[src/rtl/direction_key_conditioner.sv]
// Direction key conditioner: synchronises, debounces and chord-filters
// four active-low buttons into a one-hot direction with a press pulse.
module direction_key_conditioner #(
  parameter int DEBOUNCE_CYCLES = 500000,
  parameter int COUNTER_WIDTH   = 20
) (
  input  logic       clock,
  input  logic       reset,
  input  logic [3:0] keys_n,
  output logic [3:0] player_direction,
  output logic [3:0] direction_pulse,
  output logic       multi_press
);

  typedef enum logic [1:0] {
    IDLE,
    DEB_PRESS,
    PRESSED,
    DEB_RELEASE
  } state_t;

  localparam logic [COUNTER_WIDTH-1:0] LAST =
    COUNTER_WIDTH'(DEBOUNCE_CYCLES - 1);

  logic [3:0]               sync_a;
  logic [3:0]               s;
  state_t                   state;
  state_t                   state_next;
  logic [COUNTER_WIDTH-1:0] count;
  logic [COUNTER_WIDTH-1:0] count_next;
  logic [3:0]               candidate;
  logic [3:0]               cand_next;
  logic [3:0]               dir_next;
  logic [3:0]               pulse_next;
  logic                     multi_next;
  logic                     one_hot;
  logic                     many;

  assign one_hot = (s != 4'b0000) && ((s & (s - 4'd1)) == 4'b0000);
  assign many    = (s != 4'b0000) && !one_hot;

  // Two-flop synchroniser on the inverted (active-high) keys
  always_ff @(posedge clock) begin
    if (reset) begin
      sync_a <= 4'b0000;
      s      <= 4'b0000;
    end else begin
      sync_a <= ~keys_n;
      s      <= sync_a;
    end
  end

  // State, counter, candidate and registered outputs
  always_ff @(posedge clock) begin
    if (reset) begin
      state            <= IDLE;
      count            <= '0;
      candidate        <= 4'b0000;
      player_direction <= 4'b0000;
      direction_pulse  <= 4'b0000;
      multi_press      <= 1'b0;
    end else begin
      state            <= state_next;
      count            <= count_next;
      candidate        <= cand_next;
      player_direction <= dir_next;
      direction_pulse  <= pulse_next;
      multi_press      <= multi_next;
    end
  end

  // Next state: counter restarts on every state change, never passes LAST
  always_comb begin
    state_next = state;
    count_next = count;
    cand_next  = candidate;
    unique case (state)
      IDLE: begin
        if (one_hot) begin
          cand_next  = s;
          count_next = '0;
          state_next = DEB_PRESS;
        end
      end
      DEB_PRESS: begin
        if (s != candidate) begin
          count_next = '0;
          state_next = IDLE;
        end else if (count == LAST) begin
          count_next = '0;
          state_next = PRESSED;
        end else begin
          count_next = count + 1'b1;
        end
      end
      PRESSED: begin
        if (s != candidate) begin
          count_next = '0;
          state_next = DEB_RELEASE;
        end
      end
      DEB_RELEASE: begin
        if (s == candidate) begin
          count_next = '0;
          state_next = PRESSED;
        end else if (count == LAST) begin
          count_next = '0;
          state_next = IDLE;
        end else begin
          count_next = count + 1'b1;
        end
      end
      default: begin
        count_next = '0;
        state_next = IDLE;
      end
    endcase
  end

  // Outputs for the next cycle, derived from the transition being taken
  always_comb begin
    multi_next = (state == IDLE) && many;
    pulse_next = 4'b0000;
    dir_next   = 4'b0000;
    if (state == DEB_PRESS && state_next == PRESSED)
      pulse_next = candidate;
    if (state_next == PRESSED || state_next == DEB_RELEASE)
      dir_next = cand_next;
  end

endmodule
[config.mk]
export PLATFORM = sky130hd
export DESIGN_NAME = direction_key_conditioner
export DESIGN_NICKNAME = d
export VERILOG_FILES = /design/src/rtl/direction_key_conditioner.sv
export SDC_FILE = /design/constraint.sdc
export NUM_CORES = 1
export LEC_CHECK = 0
export BUFFER_PORTS_ARGS = -buffer_cell sky130_fd_sc_hd__buf_2
export CAP_MARGIN = 20
export CELL_PAD_IN_SITES_DETAIL_PLACEMENT = 0
export CELL_PAD_IN_SITES_GLOBAL_PLACEMENT = 1
export CORE_MARGIN = 2
export CORE_UTILIZATION = 45
export DETAILED_ROUTE_END_ITERATION = 16
export PLACE_DENSITY = 0.73
export SYNTH_ARGS = -nofsm -noshare
export SYNTH_HDL_FRONTEND = slang
export SYNTH_SLANG_ARGS = --single-unit
[constraint.sdc]
create_clock -name clock -period 2.4 [get_ports clock]
set_input_delay 0.6 -clock clock [delete_from_list [all_inputs] [get_ports clock]]
set_output_delay 0.6 -clock clock [all_outputs]
set_load 0.03 [all_outputs]
Yosys cells after proc, flatten, opt, wreduce, memory -nomap -nowiden
Index checks and enable logic that the tools add are counted.
{"block": "word_totals", "rom_bits": 0, "latchBits": 0, "memories": 0, "in_bits": 6, "output_inout_bits": 9, "word_cells": 51, "regBits": 43, "ramBits": 0}
{"block": "classes", "eq_ne": 10, "reduce_logical": 12, "order_cmp": 0, "shift": 0, "n_mul": 0, "div": 0, "addsub": 2, "mux": 15, "n_bitwise": 4}
{"op": "$mux W20", "n": 5}
{"op": "$pmux W20 S4", "n": 1}
{"op": "$add A20 B1 Y20 const B", "n": 1}
{"op": "$eq A20 B19 Y1 const B", "n": 1}
{"op": "$mux W2", "n": 6}
{"op": "$eq A2 B2 Y1 const B", "n": 4}
{"op": "$mux W4", "n": 2}
{"op": "$pmux W2 S4", "n": 1}
{"op": "$and A4 B4 Y4", "n": 1}
{"op": "$eq A4 B4 Y1", "n": 1}
{"op": "$logic_and A1 B1 Y1", "n": 4}
{"op": "$logic_not A4 Y1", "n": 1}
{"op": "$ne A2 B2 Y1 const B", "n": 2}
{"op": "$ne A4 B4 Y1", "n": 1}
{"op": "$not A4 Y4", "n": 1}
{"op": "$reduce_bool A4 Y1", "n": 1}
{"op": "$reduce_or A2 Y1", "n": 2}
{"op": "$sub A4 B1 Y4 const B", "n": 1}
{"op": "$eq A2 B1 Y1 const B", "n": 1}
{"op": "$logic_not A2 Y1", "n": 1}
{"op": "$not A1 Y1", "n": 2}
{"op": "$reduce_and A2 Y1", "n": 1}
{"op": "$logic_not A1 Y1", "n": 1}
{"op": "$logic_or A1 B1 Y1", "n": 1}

Depth between registers and ports, before layout
{"block": "depth", "word_depth": 10, "mapped_depth": 8, "mapped_depth_nobuf": 6}

Worst setup path after synthesis
Ideal clock, no wire load.
{"block": "synth_path", "kind": "register to register", "from": "register s[2]", "to": "register count[7]", "path_slack_ns": 0.534, "t_arrival_ns": 1.786, "setup_ns": 0.080, "synth_period_minus_slack_ns": 1.866, "path_buffers": 2, "stages_incl_launch_ff": 8, "required_time_ns": 2.320, "cell_sequence": "dfxtp_1 -> buf_4 -> nor4b_2 -> a211oi_1 -> a22o_1 -> buf_6 -> or4_4 -> a211oi_2"}
{"block": "synth_between", "elab_chain_cells": 6, "word_cells_on_any_way": 13, "classes_between": "add/sub (1); eq/ne (4); mux (3); bitwise (1); reduce/logical (4)"}
{"item": "from (decl)", "line_no": "26", "rtl": "logic [3:0] s;"}
{"item": "from (signal assigned)", "line_no": "49", "rtl": "s <= sync_a;"}
{"item": "$sub A4 B1 Y4", "line_no": "39", "rtl": "assign one_hot = (s != 4'b0000) && ((s & (s - 4'd1)) == 4'b0000);"}
{"item": "$and A4 B4 Y4", "line_no": "39"}
{"item": "$logic_not A4 Y1", "line_no": "39"}
{"item": "$logic_and A1 B1 Y1", "line_no": "39"}
{"item": "$ne A2 B2 Y1 (no source line)"}
{"item": "$reduce_and A2 Y1 (no source line)"}
{"item": "to (signal assigned)", "line_no": "64", "rtl": "count <= count_next;"}
{"item": "to (decl)", "line_no": "29", "rtl": "logic [COUNTER_WIDTH-1:0] count;"}
Several ways; a longest one is shown, not always the timed one.
A chain may end at the register's enable or synchronous reset.

Worst setup path in the final report
Ends and elaborated chain as after synthesis.

==> results.json <==
{
  "synth_cells": 210,
  "cts-root-buf": "clkbuf_8",
  "worst_setup_path_start_kind": "register",
  "hold_buffers": 0,
  "p_leak_nw": 0.747,
  "path_class": "register to register",
  "route.vias.total": 1557,
  "layout_common_cells": "43 x dfxtp_1, 16 x nor2_1, 14 x buf_2",
  "maxSlewViolCount": 0,
  "grt_remaining_overflow": 0,
  "drv_cap": 0,
  "syn_avg_cell_area_um2": 9.42,
  "antenna_found_initial": 0,
  "worstMarginPinSlew_ns": 0.568,
  "cp.required_ns": 2.62,
  "port_buffers": 14,
  "clk_path_buf_depth": 2,
  "fillers": 431,
  "cts_max_level": 2,
  "hold_violations": 0,
  "cts_tree": "done",
  "cp.arrival_ns": 2.35,
  "yosysWarnings": 0,
  "syn2layout_area_growth_pct": 11.1,
  "final_antenna_net_count": 0,
  "first_pass_iters": 4,
  "finalWirelength_mm": 4.03,
  "status": "completed",
  "rsz0062_at_grt": "false",
  "start_util": 0.461,
  "syn_area_mm2": 0.00198,
  "dieArea_mm2": 0.00494,
  "async_reset_ff_frac": 0,
  "drive_gt1_frac": 0.192,
  "place_hpwl_mm": 2.79,
  "synth.distinct_cells": 38,
  "finalSetupViolCount": 0,
  "syn-num-nets": 217,
  "postCtsSetupBuffers": 0,
  "gp_congestion": 0.801,
  "placed_cell_area_mm2": 0.00210,
  "power_mw": 1.39,
  "cts_buffers": 5,
  "die_y_um": 70.3,
  "power-per-cell-area_mw_per_mm2": 631,
  "fin_worst_skew_ns": 0.00513,
  "finalSetupTns_ns": 0,
  "design_area_mm2": 0.00220,
  "grt_pass1_vias": 1435,
  "clkTransAtPathRegs_ns": 0.09,
  "die_w_um": 70.3,
  "fin_crit_sh": 0.887,
  "drc": 0,
  "synth-edff-count": 0,
  "rows": 24,
  "track_usage": 0.174,
  "slew_headroom": 0.620,
  "hold_slack_ns": 0.447,
  "synth-seq-cells": 43,
  "cp-end-kind": "register",
  "cts_resized": 0,
  "ir_drop_mv": 0.337,
  "synth-seq-area-share": 0.435,
  "via_per_inst": 5.64,
  "synth_ff_type": "dfxtp_1",
  "crit_fanout": 39,
  "final_common_cell": "dfxtp_1",
  "grt_pass1_wl_mm": 6.93,
  "holdCritPathClass": "primary input to register",
  "coreArea_mm2": 0.00429,
  "clk_latency_ns": 0.30,
  "grt_start_max_net_pins": 40,
  "fmax_ghz": 0.470,
  "post-route-min-period_ns": 2.13,
  "nets": 230,
  "diodes": 0,
  "drt_iter0_drc": 76,
  "boundaryPins": 15,
  "clkSinkCount": 43,
  "wl_per_cell_um": 14.6,
  "fin_util": 0.512
}
==> per-layer routing <==
layer	track usage	wire, µm	part of all wire	up-vias
met5	0	0	0	-
met4	0.0385	18	0.0045	0
met3	0.0462	132	0.033	2
met2	0.261	1760	0.44	20
met1	0.251	2120	0.53	725
li1	-	-	-	810
==> cell families after synthesis <==
group | share of synthesized area
AND/OR/NAND/NOR | 0.282
flip-flops | 0.435
AO/OA/AOI/OAI | 0.166
buffers and inverters | 0.0481
XOR/XNOR | 0.0266
multiplexers | 0.0304
adder cells (fa/ha/maj) | 0.0114
==> synthesized netlist by cell type (2+ instances only) <==
| cell | instances | share of area |
|---|---|---|
| nand2_1 | 12 | 0.023 |
| nor4_1 | 2 | 0.0063 |
| a211oi_2 | 8 | 0.051 |
| or3_1 | 9 | 0.028 |
| buf_2 | 4 | 0.010 |
| nand3_1 | 10 | 0.025 |
| or4_1 | 9 | 0.034 |
| o31ai_1 | 9 | 0.034 |
| inv_1 | 3 | 0.0057 |
| mux2i_1 | 6 | 0.030 |
| o21ai_0 | 9 | 0.023 |
| nor4b_1 | 2 | 0.0089 |
| nor4b_2 | 2 | 0.015 |
| nor3_1 | 9 | 0.023 |
| buf_6 | 2 | 0.011 |
| buf_4 | 3 | 0.011 |
| clkbuf_1 | 3 | 0.0057 |
| dfxtp_1 | 43 | 0.44 |
| nand4_1 | 4 | 0.013 |
| nor2_1 | 16 | 0.030 |
| buf_1 | 2 | 0.0038 |
| and2_1 | 4 | 0.013 |
| a21oi_1 | 2 | 0.0051 |
| a211oi_1 | 13 | 0.049 |
| nor2b_1 | 5 | 0.016 |
| xor2_1 | 6 | 0.027 |
| and3_1 | 2 | 0.0063 |
==> flip-flops by register name, summed over array words and instances (netlist names) <==
register,cells
count,20
candidate,4
direction_pulse,4
player_direction,4
s,4
sync_a,4
state,2
multi_press,1
==> metrics by stage <==
| stage | worst slack, ns | instances |
|---|---|---|
| 2_1_floorplan | 0.534 | 210 |
| 3_3_place_gp | 0.411 | 268 |
| 3_5_place_dp | 0.318 | 268 |
| 4_1_cts | 0.269 | 276 |
| 5_1_grt | 0.153 | 276 |
| 6_report | 0.272 | 276 |
==> power breakdown <==
part / total, mW / switching [mW] / internal, mW
registers: 0.745 / 0.0174 / 0.727
logic: 0.166 / 0.104 / 0.0624
clock network: 0.477 / 0.269 / 0.208
total: 1.39 / 0.390 / 0.998
==> cell type report <==
| class | instances | area (µm²) | area share |
|---|---|---|---|
| Multi-Input combinational cell | 150 | 1030 | 0.467 |
| Sequential cell | 43 | 861 | 0.392 |
| Timing Repair Buffer | 20 | 140 | 0.0637 |
| Clock buffer | 5 | 68.8 | 0.0313 |
| Tap cell | 52 | 65.1 | 0.0296 |
| Clock inverter | 3 | 25.0 | 0.0114 |
| Inverter | 3 | 11.3 | 0.00512 |
==> worst paths after layout <==
path | startpoint | to | slack, ns | cells after the start
setup reg to reg | s[2] | count[7] | 0.27 | 6
hold reg to reg | sync_a[2] | s[2] | 0.45 | 1
setup / recovery | s[2] | count[7] | 0.27 | 6
hold / removal | keys_n[0] | sync_a[0] | 0.45 | 2
==> critical path, stage by stage (launching register included) <==
cell and delay [ns]:
dfxtp_1 0.51, xor2_1 0.26, nor4_2 0.10, a22o_1 0.25
buf_12 0.18, or4_4 0.52, a211oi_2 0.22
(Power assumes the default switching activity.)
